$ cat config.mk
export PLATFORM = sky130hd
export DESIGN_NAME = cnt2_seq_monitor_flat
export DESIGN_NICKNAME = d
export VERILOG_FILES = /design/src/rtl/cnt2_seq_monitor_if.sv /design/src/rtl/cnt2_seq_monitor.sv /design/src/flat_wrapper.sv
export SDC_FILE = /design/constraint.sdc
export NUM_CORES = 1
export LEC_CHECK = 0
export BUFFER_PORTS_ARGS = -buffer_cell sky130_fd_sc_hd__buf_2
export CAP_MARGIN = 25
export CORE_UTILIZATION = 55
export CTS_CLUSTER_DIAMETER = 80
export DETAILED_ROUTE_END_ITERATION = 10
export PLACE_DENSITY_LB_ADDON = 0.2
export SYNTH_ARGS = -nofsm -noshare
export SYNTH_HDL_FRONTEND = slang
export SYNTH_SLANG_ARGS = --single-unit
$ cat constraint.sdc
create_clock -name clk -period 4.15 [get_ports clk]
set_input_delay 0.415 -clock clk [delete_from_list [all_inputs] [get_ports clk]]
set_output_delay 0.415 -clock clk [all_outputs]
set_load 0.1 [all_outputs]
$ cat src/rtl/cnt2_seq_monitor_if.sv
// cnt2_seq_monitor_if
//   Bundles the sampled counter state and the monitor's status outputs.
//   master : the counter side (drives Q1/Q0, observes status)
//   slave  : the monitor side (observes Q1/Q0, drives status)
//   Signals:
//     Q1, Q0    counter state bits (registered counter outputs)
//     wrap      one-cycle pulse per legal 11->00 step
//     wraps     saturating count of legal wraps since reset
//     done      level, high once wraps reached the target
//     err       sticky illegal-transition flag
//     err_prev  state before the first illegal step
//     err_cur   offending state of the first illegal step
interface cnt2_seq_monitor_if #(
   parameter int WRAP_W = 8
);
   logic              Q1;
   logic              Q0;
   logic              wrap;
   logic [WRAP_W-1:0] wraps;
   logic              done;
   logic              err;
   logic [1:0]        err_prev;
   logic [1:0]        err_cur;

   modport master (
      output Q1, Q0,
      input  wrap, wraps, done, err, err_prev, err_cur
   );

   modport slave (
      input  Q1, Q0,
      output wrap, wraps, done, err, err_prev, err_cur
   );
endinterface

$ cat src/rtl/cnt2_seq_monitor.sv
// cnt2_seq_monitor
//   Watches the state of a 2-bit up-counter (RE forces it to 01) and checks
//   that every clock advances it by exactly one. Counts legal wraps
//   (11->00), flags reaching a programmable wrap target, and latches the
//   first illegal transition until the next reset.
//   Ports:
//     clk  rising-edge clock shared with the counter
//     RE   synchronous active-high reset shared with the counter
//     mon  slave side of cnt2_seq_monitor_if (Q1/Q0 in, status out)
//   All outputs are registered: one clock from sampled state to output.
module cnt2_seq_monitor #(
   parameter int          WRAP_W = 8,
   parameter int unsigned TARGET = 10
) (
   input  logic                clk,
   input  logic                RE,
   cnt2_seq_monitor_if.slave   mon
);

   typedef enum logic [1:0] {
      SYNC  = 2'd0,
      RUN   = 2'd1,
      FAULT = 2'd2
   } state_t;

   localparam logic [WRAP_W-1:0] TARGET_W = WRAP_W'(TARGET);

   state_t            state_reg;
   logic [1:0]        prev_reg;
   logic              wrap_reg;
   logic [WRAP_W-1:0] wraps_reg;
   logic              done_reg;
   logic              err_reg;
   logic [1:0]        err_prev_reg;
   logic [1:0]        err_cur_reg;

   logic [1:0]        q;
   logic [1:0]        q_exp;
   logic [WRAP_W-1:0] wraps_next;

   assign q     = {mon.Q1, mon.Q0};
   assign q_exp = prev_reg + 2'd1;

   // Saturating increment: once all ones, the count stays there.
   always_comb begin
      wraps_next = wraps_reg;
      if (!(&wraps_reg)) begin
         wraps_next = wraps_reg + 1'b1;
      end
   end

   always_ff @(posedge clk) begin
      if (RE) begin
         state_reg    <= SYNC;
         prev_reg     <= 2'b00;
         wrap_reg     <= 1'b0;
         wraps_reg    <= '0;
         done_reg     <= 1'b0;
         err_reg      <= 1'b0;
         err_prev_reg <= 2'b00;
         err_cur_reg  <= 2'b00;
      end else begin
         wrap_reg <= 1'b0;
         case (state_reg)
            // The counter was forced to 01 on the last reset edge.
            SYNC: begin
               if (q == 2'b01) begin
                  prev_reg  <= q;
                  state_reg <= RUN;
               end else begin
                  err_reg      <= 1'b1;
                  err_prev_reg <= 2'b01;
                  err_cur_reg  <= q;
                  state_reg    <= FAULT;
               end
            end

            // No enable on the counter: every edge must advance by one.
            RUN: begin
               if (q == q_exp) begin
                  prev_reg <= q;
                  if (prev_reg == 2'b11) begin
                     wrap_reg  <= 1'b1;
                     wraps_reg <= wraps_next;
                     if (wraps_next == TARGET_W) begin
                        done_reg <= 1'b1;
                     end
                  end
               end else begin
                  err_reg      <= 1'b1;
                  err_prev_reg <= prev_reg;
                  err_cur_reg  <= q;
                  state_reg    <= FAULT;
               end
            end

            // Everything frozen; only RE leaves this state.
            FAULT: begin
               state_reg <= FAULT;
            end

            default: begin
               state_reg <= SYNC;
            end
         endcase
      end
   end

   assign mon.wrap     = wrap_reg;
   assign mon.wraps    = wraps_reg;
   assign mon.done     = done_reg;
   assign mon.err      = err_reg;
   assign mon.err_prev = err_prev_reg;
   assign mon.err_cur  = err_cur_reg;

endmodule
$ cat src/flat_wrapper.sv
// flat-port wrapper written by rule: the top's interface ports become plain ports
module cnt2_seq_monitor_flat 
#(
   parameter int          WRAP_W = 8,
   parameter int unsigned TARGET = 10
)
  (clk, RE, mon_Q1, mon_Q0, mon_wrap, mon_wraps, mon_done, mon_err, mon_err_prev, mon_err_cur);
  cnt2_seq_monitor_if #(.WRAP_W(WRAP_W)) mon_i ();
  input  logic clk;
  input  logic RE;
  input wire logic [$bits(mon_i.Q1)-1:0] mon_Q1;
  input wire logic [$bits(mon_i.Q0)-1:0] mon_Q0;
  output wire logic [$bits(mon_i.wrap)-1:0] mon_wrap;
  output wire logic [$bits(mon_i.wraps)-1:0] mon_wraps;
  output wire logic [$bits(mon_i.done)-1:0] mon_done;
  output wire logic [$bits(mon_i.err)-1:0] mon_err;
  output wire logic [$bits(mon_i.err_prev)-1:0] mon_err_prev;
  output wire logic [$bits(mon_i.err_cur)-1:0] mon_err_cur;
  assign mon_i.Q1 = mon_Q1;
  assign mon_i.Q0 = mon_Q0;
  assign mon_wrap = mon_i.wrap;
  assign mon_wraps = mon_i.wraps;
  assign mon_done = mon_i.done;
  assign mon_err = mon_i.err;
  assign mon_err_prev = mon_i.err_prev;
  assign mon_err_cur = mon_i.err_cur;
  cnt2_seq_monitor #(.WRAP_W(WRAP_W), .TARGET(TARGET)) u_core (.clk(clk), .RE(RE), .mon(mon_i));
endmodule
### After elaboration in Yosys (flattened, before gate mapping)

Index checks and enable logic that the tools add are counted.

* input port bits: 4
* flip-flop bits (word level): 19
* memories: 0
* bits in read-only memories: 0
* word-level logic and storage cells: 47
* RAM bits: 0
* latch bits: 0

* shift-type cells: 0
* $mul: 0
* reductions and logical operators: 8
* bitwise operators: 2
* mux-type cells: 17
* divide/modulo/power cells: 0
* equality and inequality tests: 10
* $add $sub $neg: 2
* $lt $le $gt $ge: 0

Operators by type and width (number)
* 2-bit 2-to-1 mux: 8
* 2-bit one-hot mux with 2 select lines: 3
* 3-bit AND reduction: 3
* 8-bit by 1-bit adder with 8-bit output, second input constant: 1
* 8-bit by 4-bit == test with 1-bit output, second input constant: 1
* 8-bit 2-to-1 mux: 1
* 8-bit AND reduction: 1
* 2-bit one-hot mux with 3 select lines: 1
* 2-bit by 1-bit == test with 1-bit output, second input constant: 2
* 2-bit == test, second input constant: 2
* 2-bit by 1-bit != test with 1-bit output, second input constant: 2
* 2-bit != test, second input constant: 2
* 4-bit AND reduction: 1
* 1-bit 2-to-1 mux: 3
* 3-bit OR reduction: 1
* 2-bit by 1-bit adder with 2-bit output, second input constant: 1
* 2-bit == test: 1
* 2-bit logical NOT: 1
* 1-bit NOT: 2
* 1-bit one-hot mux with 2 select lines: 1
* 2-bit nonzero test: 1

### Longest topological paths before layout

* depth in word-level cells: 4
* mapped depth: 7

### Least setup slack after synthesis

OpenSTA, ideal clock, no wires.

* path type: reg-to-reg
* from: reg u_core.wraps_reg[1] (netlist: u_core.mon.wraps[1])
* to: reg u_core.wraps_reg[5] (netlist: u_core.mon.wraps[5])
* stages on the path, launching flop included: 7
* path buffers: 1
* required time: 4064 ps
* setup slack: 1836 ps
* clock period less this slack: 2314 ps
* library setup time: 86 ps
* arrival: 2229 ps
* cell sequence: dfxtp_1 ha_1 clkbuf_1 nand4_1 nor2_1 nor3_1 a211oi_1

* cells in the longest elaborated chain, start to end: 2

Ends and longest elaborated chain
* start, declared: line cnt2_seq_monitor.sv:31 `logic [WRAP_W-1:0] wraps_reg;`
* start signal, assigned: line cnt2_seq_monitor.sv:84 `wraps_reg <= wraps_next;`
* 8-bit by 1-bit adder with 8-bit output or 8-bit AND reduction (tied branches): line cnt2_seq_monitor.sv:48, cnt2_seq_monitor.sv:47
* 8-bit 2-to-1 mux *: line cnt2_seq_monitor.sv:47 `if (!(&wraps_reg)) begin`

Mark *: on every way between the ends. The rest lies on a longest branch, timed or not.
A chain may end at the register's enable or synchronous reset.

### Worst setup path in the final report

* from: reg u_core.prev_reg[0]
* to: reg u_core.wraps_reg[7] (netlist: u_core.mon.wraps[7])

* cells in the longest elaborated chain, start to end: 3

Ends and longest elaborated chain
* start, declared: line cnt2_seq_monitor.sv:29 `logic [1:0] prev_reg;`
* start signal, assigned: line cnt2_seq_monitor.sv:68 `prev_reg <= q;`
* start signal, assigned: line cnt2_seq_monitor.sv:81 `prev_reg <= q;`
* 2-bit by 1-bit adder with 2-bit output: line cnt2_seq_monitor.sv:42 `assign q_exp = prev_reg + 2'd1;`
* 2-bit == test: line cnt2_seq_monitor.sv:80 `if (q == q_exp) begin`
* 3-bit AND reduction (no source line) *

Marks and branches as above.

==> flow_summary_export.csv <==
group,metric,value,unit
worst_hold_path,min_from,"mon_Q0",
clock_network,cts_made_buffers,3,
yosys,yosysTopAreaCellShare,0.361,
timing,tightest_slew,506,ps
clock_network,insertion_delay,290,ps
worst_setup_path,crit_path_start,"u_core.prev_reg[0]",
worst_setup_path,required,4320,ps
timing,post-route-period-util,0.505,
yosys,synth_warnings,0,
yosys,syn_nets,131,
global_route,grt_pass1_wl,3.42,mm
floorplanning,dieArea,0.00210,mm²
power_and_ir_drop,vdd_drop_max,0.000197,V
yosys,synth_edf_count,0,
clock_network,cts_sinks,19,
clock_network,cts_max_level,1,
yosys,ys_types,40,
cells_and_area,layout-drive-gt1-share,0.199,
floorplanning,core,0.00176,mm²
cells_and_area,antenna_cells,0,
worst_setup_path,cp-end-kind,"flip-flop",
clock_network,cts_tree,"done",
drt,ant_nets,0,
clock_network,clk_pin_slew_worst_paths,110,ps
power_and_ir_drop,seq_power_share,0.507,
clock_network,cts_buffer_depth,2,
power_and_ir_drop,clkPwrFrac,0.239,
timing,rsz0062_at_grt,"no",
power_and_ir_drop,p_leak,0.465,nW
global_route,grt_max_degree,22,
cells_and_area,syn_to_final_growth,11.2,%
placed_design,gp_congestion,0.839,
drt,num_vias,952,
power_and_ir_drop,internal-power,0.000252,W
placed_design,hpwl,1.58,mm
worst_setup_path,timing.rr.start,"u_core.prev_reg[0]",
yosys,ys_seq_area_frac,0.361,
timing,fin_skew,8.13,ps
floorplanning,start_util,0.598,
power_and_ir_drop,sw_frac_of_total,0.350,
placed_design,portBuffers,18,
worst_setup_path,crit_type,"flip-flop to flip-flop",
power_and_ir_drop,switchingPower,0.000135,W
worst_hold_path,hold_class,"input pin to flip-flop",
run_status,run_status,"finished clean",
timing,relSlewSlack,0.662,
timing,slew_viol_final,0,
placed_design,dp.cells,157,
worst_setup_path,critPathMaxFanout,10,
floorplanning,rows,15,
yosys,netlist_area,0.00105,mm²
clock_network,postCtsSetupBuffers,0,
timing,finalSetupViolCount,0,
worst_setup_path,arrival,2270,ps
cells_and_area,fin_cells,161,
cells_and_area,final_util,0.665,
timing,fin_crit,2100,ps
global_route,grt_pass1_vias,798,
global_route,overflow,0,
yosys,synth-main-ff-cell,"dfxtp_1",
global_route,antenna_found_initial,0,
worst_setup_path,start_kind,"flip-flop",
timing,max_freq,0.477,GHz
floorplanning,chipHeight,45.8,µm
power_and_ir_drop,combPwrFrac,0.254,
flow_run,maxCapViolations,0,
drt,remaining_drc_errors,0,
yosys,syn-mean-instance-area,8.65,µm²
drt,drtPass1Iterations,6,
timing,hold_viol_final,0,
clock_network,cts-hold-fix-buffers,0,
cells_and_area,final_nets,146,
cells_and_area,final_area,0.00117,mm²
floorplanning,die_w,45.8,µm
placed_design,post_dp_cell_area,0.00114,mm²
drt,wire_per_inst,13.5,µm
yosys,synthCells,122,
drt,via_per_inst,5.91,
drt,first_iter_violations,28,
floorplanning,ios,19,
clock_network,root_buffer,"clkbuf_4",
timing,fin_setup_tns,0,ps
yosys,synth_area_leaders,"dfxtp_1 36%, ha_1 5.9%, nand2b_1 4.2%",
yosys,async_flop_share,0,
yosys,ys_ff_latch,19,
yosys,yosys.area.top_type,"dfxtp_1",
global_route,grt_usage,0.227,
clock_network,post_cts_resized,0,
power_and_ir_drop,p_per_area,330,mW/mm²
power_and_ir_drop,totalPowerFinal,0.000387,W
drt,finalWirelength,2.17,mm
cells_and_area,largest_reg_flops,8,
-- worst paths after layout --
path                                              end  slack [ps]  cells after the start
worst max-delay path              u_core.mon.wraps[7]        2050                      5
worst max register to register    u_core.mon.wraps[7]        2050                      5
worst min-delay path            u_core.mon.err_cur[0]         410                      3
worst min register to register  u_core.mon.err_cur[1]         470                      2
-- layout by cell type, fill, tap and decap left out, drive strengths merged, types with 2 or more instances in the layout --
| cell | netlist | routed |
|---|---|---|
| a31oi | 4 | 4 |
| buf | 1 | 18 |
| xor2 | 2 | 2 |
| a311oi | 3 | 3 |
| nand3 | 5 | 5 |
| dfxtp | 19 | 19 |
| a41oi | 2 | 2 |
| nand2b | 7 | 7 |
| clkbuf | 7 | 3 |
| nand4 | 3 | 3 |
| inv | 8 | 8 |
| a21oi | 8 | 8 |
| and4 | 2 | 2 |
| nor4 | 2 | 2 |
| nor2 | 10 | 10 |
| o21ai | 3 | 3 |
| nand2 | 6 | 6 |
| mux2i | 2 | 2 |
| ha | 5 | 5 |
| a211oi | 4 | 4 |
| nor3 | 3 | 3 |
-- cells by family after synthesis --
group,Yosys count,share of synthesized area
buffers and inverters,16,0.0581
muxes,2,0.0190
xor gates and xnor gates,3,0.0392
DFF,19,0.361
AOI/OAI and AO/OA,31,0.210
and+or+nand+nor,46,0.254
adders and majority gates,5,0.0593
-- cell type report --
class	instances	area [µm²]
inverter	8	30.0
clock inverter	1	5.00
fill	181	592
sequential	19	380
timing repair buffer	18	90.1
clock buffer	3	22.5
tap	25	31.3
multi-input combinational	87	613
-- stage by stage --
step / hold WS (ps) / worst slack (ps)
floorplan: 463 / 1840
global placement: 448 / 2190
detailed placement: 463 / 2070
CTS: 398 / 2040
global route: 434 / 1870
finish: 408 / 2050
-- cell usage after synthesis (all sizes together) (2+ instances only) --
library cell	count
a41oi	2
a31oi	4
nor4	2
and4	2
nand2b	7
nand4	3
ha	5
mux2i	2
a311oi	3
clkbuf	7
nor2	10
xor2	2
o21ai	3
a21oi	8
a211oi	4
nand3	5
inv	8
dfxtp	19
nor3	3
nand2	6
-- worst max-delay path: stages, from the launching register on --
cell and delay, ps:
dfxtp_1 440, ha_1 290, xnor2_2 360, nand4_4 220, a2111oi_0 520, a211oi_1 150
-- layer usage --
layer | routed length [µm] | share of wire | vias up | global-route usage
met5 | 0 | 0 | - | 0
met2 | 1010 | 0.47 | 29 | 0.354
met1 | 1010 | 0.47 | 435 | 0.287
met4 | 51 | 0.024 | 0 | 0.141
li1 | - | - | 482 | -
met3 | 94 | 0.043 | 6 | 0.0437
-- power groups by stage --
stage | Sequential (W) | Combinational (W) | Clock, W
floorplan | 0.000238 | 0.0000443 | 0
global placement | 0.000200 | 0.0000964 | 0
detailed placement | 0.000201 | 0.0000983 | 0
CTS | 0.000196 | 0.0000983 | 0.0000954
global route | 0.000197 | 0.000105 | 0.000103
finish | 0.000196 | 0.0000984 | 0.0000926
Power figures use the tool's default switching activity.
